$ cat config.mk
export PLATFORM = sky130hd
export DESIGN_NAME = tile_row_buffer
export DESIGN_NICKNAME = d
export VERILOG_FILES = /design/src/rtl/tile_row_buffer.sv
export SDC_FILE = /design/constraint.sdc
export NUM_CORES = 1
export LEC_CHECK = 0
export ABC_CLOCK_PERIOD_IN_PS = 2500
export CORE_ASPECT_RATIO = 0.75
export CORE_MARGIN = 4
export CORE_UTILIZATION = 50
export CTS_CLUSTER_DIAMETER = 80
export DETAILED_ROUTE_END_ITERATION = 16
export MAX_ROUTING_LAYER = met4
export PLACE_DENSITY = 0.79
export SLEW_MARGIN = 5
export SYNTH_ARGS = -nofsm -noshare
export SYNTH_HDL_FRONTEND = slang
export SYNTH_SLANG_ARGS = --single-unit
$ cat constraint.sdc
create_clock -name clk -period 2.5 [get_ports clk]
set_input_delay 0.625 -clock clk [delete_from_list [all_inputs] [get_ports clk]]
set_output_delay 0.625 -clock clk [all_outputs]
set_load 0.005 [all_outputs]
$ cat src/rtl/tile_row_buffer.sv
// tile_row_buffer: falling-tile row buffer with spawn LFSR, hit judging,
// IDLE/RUN/OVER game FSM and a saturating score.
module tile_row_buffer #(
  parameter int LANES = 4,
  parameter int DEPTH = 7,
  parameter int LANE_W = 3,
  parameter int LFSR_W = 8,
  parameter logic [LFSR_W-1:0] TAPS = 8'hB8,
  parameter logic [LFSR_W-1:0] SEED = 8'hA5,
  parameter int SCORE_W = 10
) (
  input  logic                     clk,
  input  logic                     resetn,
  input  logic                     clear,
  input  logic                     start,
  input  logic                     shift,
  input  logic                     spawn_en,
  input  logic                     hit_valid,
  input  logic [LANE_W-1:0]        hit_lane,
  output logic [DEPTH*LANE_W-1:0]  rows,
  output logic                     hit_ok,
  output logic                     hit_bad,
  output logic                     miss,
  output logic                     game_over,
  output logic                     running,
  output logic [SCORE_W-1:0]       score
);
  typedef enum logic [1:0] {IDLE, RUN, OVER} state_t;
  state_t state, state_n;
  logic [LFSR_W-1:0] lfsr;
  logic [DEPTH*LANE_W-1:0] rows_n, rows_hit;
  logic [SCORE_W-1:0] score_n;
  logic [LANE_W-1:0] bottom, code;
  logic good, bad, ok_n, bad_n, miss_n;
  assign bottom = rows[(DEPTH-1)*LANE_W +: LANE_W];
  assign code = (lfsr[LANE_W-1:0] % LANE_W'(LANES)) + LANE_W'(1);
  assign good = hit_valid && hit_lane != '0 && hit_lane <= LANE_W'(LANES) && bottom == hit_lane;
  assign bad = hit_valid && !good;
  // a correct hit empties the bottom row before any same-cycle shift is judged
  assign rows_hit = good ? {LANE_W'(0), rows[(DEPTH-1)*LANE_W-1:0]} : rows;
  always_comb begin
    state_n = state;
    rows_n = rows;
    score_n = score;
    ok_n = 1'b0;
    bad_n = 1'b0;
    miss_n = 1'b0;
    if (clear) begin
      state_n = IDLE;
      rows_n = '0;
      score_n = '0;
    end else if (state == IDLE) begin
      state_n = start ? RUN : IDLE;
    end else if (state == RUN) begin
      ok_n = good;
      bad_n = bad;
      miss_n = shift && !bad && rows_hit[(DEPTH-1)*LANE_W +: LANE_W] != '0;
      state_n = (bad || miss_n) ? OVER : RUN;
      rows_n = bad ? rows
             : (shift && !miss_n) ? {rows_hit[(DEPTH-1)*LANE_W-1:0], spawn_en ? code : LANE_W'(0)}
             : rows_hit;
      score_n = (good && score != '1) ? score + 1'b1 : score;
    end
  end
  always_ff @(posedge clk or negedge resetn) begin
    if (!resetn) begin
      state <= IDLE;
      rows <= '0;
      score <= '0;
      hit_ok <= 1'b0;
      hit_bad <= 1'b0;
      miss <= 1'b0;
      lfsr <= SEED;
    end else begin
      state <= state_n;
      rows <= rows_n;
      score <= score_n;
      hit_ok <= ok_n;
      hit_bad <= bad_n;
      miss <= miss_n;
      lfsr <= (lfsr == '0) ? LFSR_W'(1) : {lfsr[LFSR_W-2:0], ^(lfsr & TAPS)};
    end
  end
  assign game_over = state == OVER;
  assign running = state == RUN;
endmodule

==> results.cfg <==
[yosys]
synth_xor_area_share_pct = 3.70
syn_inst = 182
ys.flop_type = dfrtp_1
ys_types = 42
ys_ff_latch = 44
async_flop_share_pct = 100
synth_top_family_by_area = simple AND/OR/NAND/NOR gates
avgSynthCellArea_um2 = 11.5
yosys-mux-area-fraction_pct = 8.18
synth_area_um2 = 2090
syn_nets = 196
yosysSeqAreaShare_pct = 52.8
post_synth_and_or_nand_nor_area_fraction_pct = 18.4
yosysWarnings = 0
synthAdderAreaFrac_pct = 2.39
synth-compound-area-share_pct = 11.3
synth_edf_count = 0

[clocking]
numCtsBuffers = 5
ctsHoldBuffers = 0
cts_max_level = 2
cts_setup_buffers = 0
clock_sinks = 44
path_clk_slew_ns = 0.09
cts_tree = done
cts_root_buf = clkbuf_8
clock_path_buffers = 2
cts_resized = 0
clk_latency_ns = 0.30

[grt]
grt_pass1_wl_um = 7420
grtUsageTotal_pct = 18.8
grt_overflow = 0
grt_max_degree = 45
grt_pass1_vias = 1515
antenna_found_initial = 0

[cells_and_area]
fill_cells = 306
final_cell_mix = clkdlybuf4s50_1 (44), dfrtp_1 (40), nor2_1 (33)
finish.utilization_pct = 68.7
final_common_cell = clkdlybuf4s50_1
diodes = 0
nNetsFinal = 252
layout-drive-gt1-share_pct = 15.5
area_growth_pct = 33.0
layoutNonFillerInstCount = 294

[placed_design]
io_buffers = 45
place_congestion = 0.831
dp.cells = 286
dp_slack_ns = -0.126
dp_hpwl_um = 3110

[detailed_routing]
routed_wl_um = 4250
drc_errors = 0
drtAntennaViolNets = 0
wl_per_cell_um = 14.4
drt_iter0_drc = 93
viasPerCell = 5.29
dr.pass1.iters = 4
num_vias = 1554

[timing]
hold_viol = 0
clock_skew_ns = 0.0109
finalCriticalPeriod_ns = 2.33
finalCritPeriodShare_pct = 93.1
finalSetupViolCount = 0
fmax_mhz = 430
worst_pin_slew_ns = 0.548
rsz0062_at_grt = false
slew_headroom_pct = 63.5
slew_violations = 0
setup_ws_ns = 0.173

[worst_setup_path]
r2r-start = rows[19]
arrival_ns = 2.51
path_class = in -> reg
endpoint_kind = flop
r2r_slack_ns = 0.53
crit_path_max_fanout = 6
reg2reg_depth = 5
worst_setup_path_start_kind = primary input
worstPathRequired_ns = 2.69
worst_r2r_endpoint = score[6]

[worst_hold_path]
hold_path_class = in -> async

[floorplan]
start_util_pct = 51.7
core-area_um2 = 4050
die_h_um = 64.1
dieArea_um2 = 5300
num_rows = 20
ios = 46
die_width_um = 82.7

[run]
drv_cap = 0

[outcome]
status = complete, no violations

[power]
p_per_area_nw_per_um2 = 493
ir_drop_uv = 298
p_leak_uw = 0.00116
==> through the flow <==
| stage | power (uW) | hold WS (ns) | area, um2 | TNS, ns |
|---|---|---|---|---|
| after floorplan | 780 | 0.329 | 2090 | 0 |
| after global placement | 832 | 0.365 | 2670 | -0.241 |
| after detailed placement | 834 | 0.374 | 2670 | -1.19 |
| after CTS | 1390 | 0.392 | 2790 | 0 |
| after global routing | 1430 | 0.399 | 2790 | 0 |
| final | 1370 | 0.387 | 2790 | 0 |
==> cell usage after synthesis (all sizes together) (3+ instances only) <==
cell type / number / area (um2)
a211oi: 7 / 62.6
a21oi: 4 / 20.0
a22o: 3 / 26.3
a32o: 3 / 30.0
and2: 6 / 38.8
clkbuf: 7 / 26.3
dfrtp: 40 / 1000
dfstp: 4 / 105
ha: 4 / 50.1
inv: 7 / 26.3
mux2i: 16 / 160
nand2: 4 / 15.0
nand2b: 5 / 31.3
nand3: 3 / 27.5
nand4: 3 / 18.8
nor2: 33 / 124
nor3: 3 / 25.0
nor3b: 3 / 27.5
xnor2: 7 / 68.8
==> how the worst max path moves through the flow <==
| stage | slack [ns] | startpoint | end | depth (start not counted) |
|---|---|---|---|---|
| 3_5_place_dp | -0.13 | hit_lane[1] | score[6] | 6 |
| 2_1_floorplan | 0.34 | hit_lane[1] | score[6] | 5 |
| 6_report | 0.17 | hit_lane[1] | score[6] | 6 |
| 5_1_grt | 0.10 | hit_lane[1] | score[6] | 6 |
| 3_3_place_gp | -0.05 | hit_lane[1] | score[6] | 6 |
| 4_1_cts | 0.17 | state[1] | running | 3 |
==> final cells by class <==
class                           instances  area [um2]  area share [%]
Timing Repair Buffer                   57         548            19.7
Clock buffer                            5        68.8            2.47
Clock inverter                          3        46.3            1.66
Sequential cell                        44        1110            39.7
Tap cell                               55        68.8            2.47
Inverter                                7        26.3           0.943
Multi-Input combinational cell        123         921            33.1
==> worst max-delay path: stages <==
cell and delay [ns]:
clkdlybuf4s50_1 0.47, xnor2_2 0.32, o2111ai_4 0.24, a211oi_1 0.35
and3_1 0.21, mux2_1 0.31
==> power breakdown <==
group / switching [uW] / total [uW] / internal (uW)
clock network: 252 / 553 / 301
logic: 56.2 / 99.4 / 43.2
registers: 4.15 / 719 / 715
total: 312 / 1370 / 1060
==> flip-flops by register name (all words and copies together), names as in the netlist <==
name     flops
lfsr         8
score       10
hit_bad      1
state        2
rows        21
miss         1
hit_ok       1
==> metal layers <==
metal | global-route usage (%) | routed length, um | vias to the layer above
li1 | - | - | 752
met1 | 27.2 | 2160 | 758
met5 | - | 0 | -
met3 | 4.65 | 226 | 8
met4 | 7.14 | 72 | 0
met2 | 25.4 | 1790 | 36
==> kinds of logic (layout without fill, tap and decap cells) <==
logic type,Yosys count,in the layout
buffers and inverters,15,72
flip-flops,44,44
AO/OA/AOI/OAI,24,24
multiplexers,17,17
XOR/XNOR,8,8
AND/OR/NAND/NOR,70,70
adder cells (fa/ha/maj),4,4
Power figures use the tool's default switching activity.
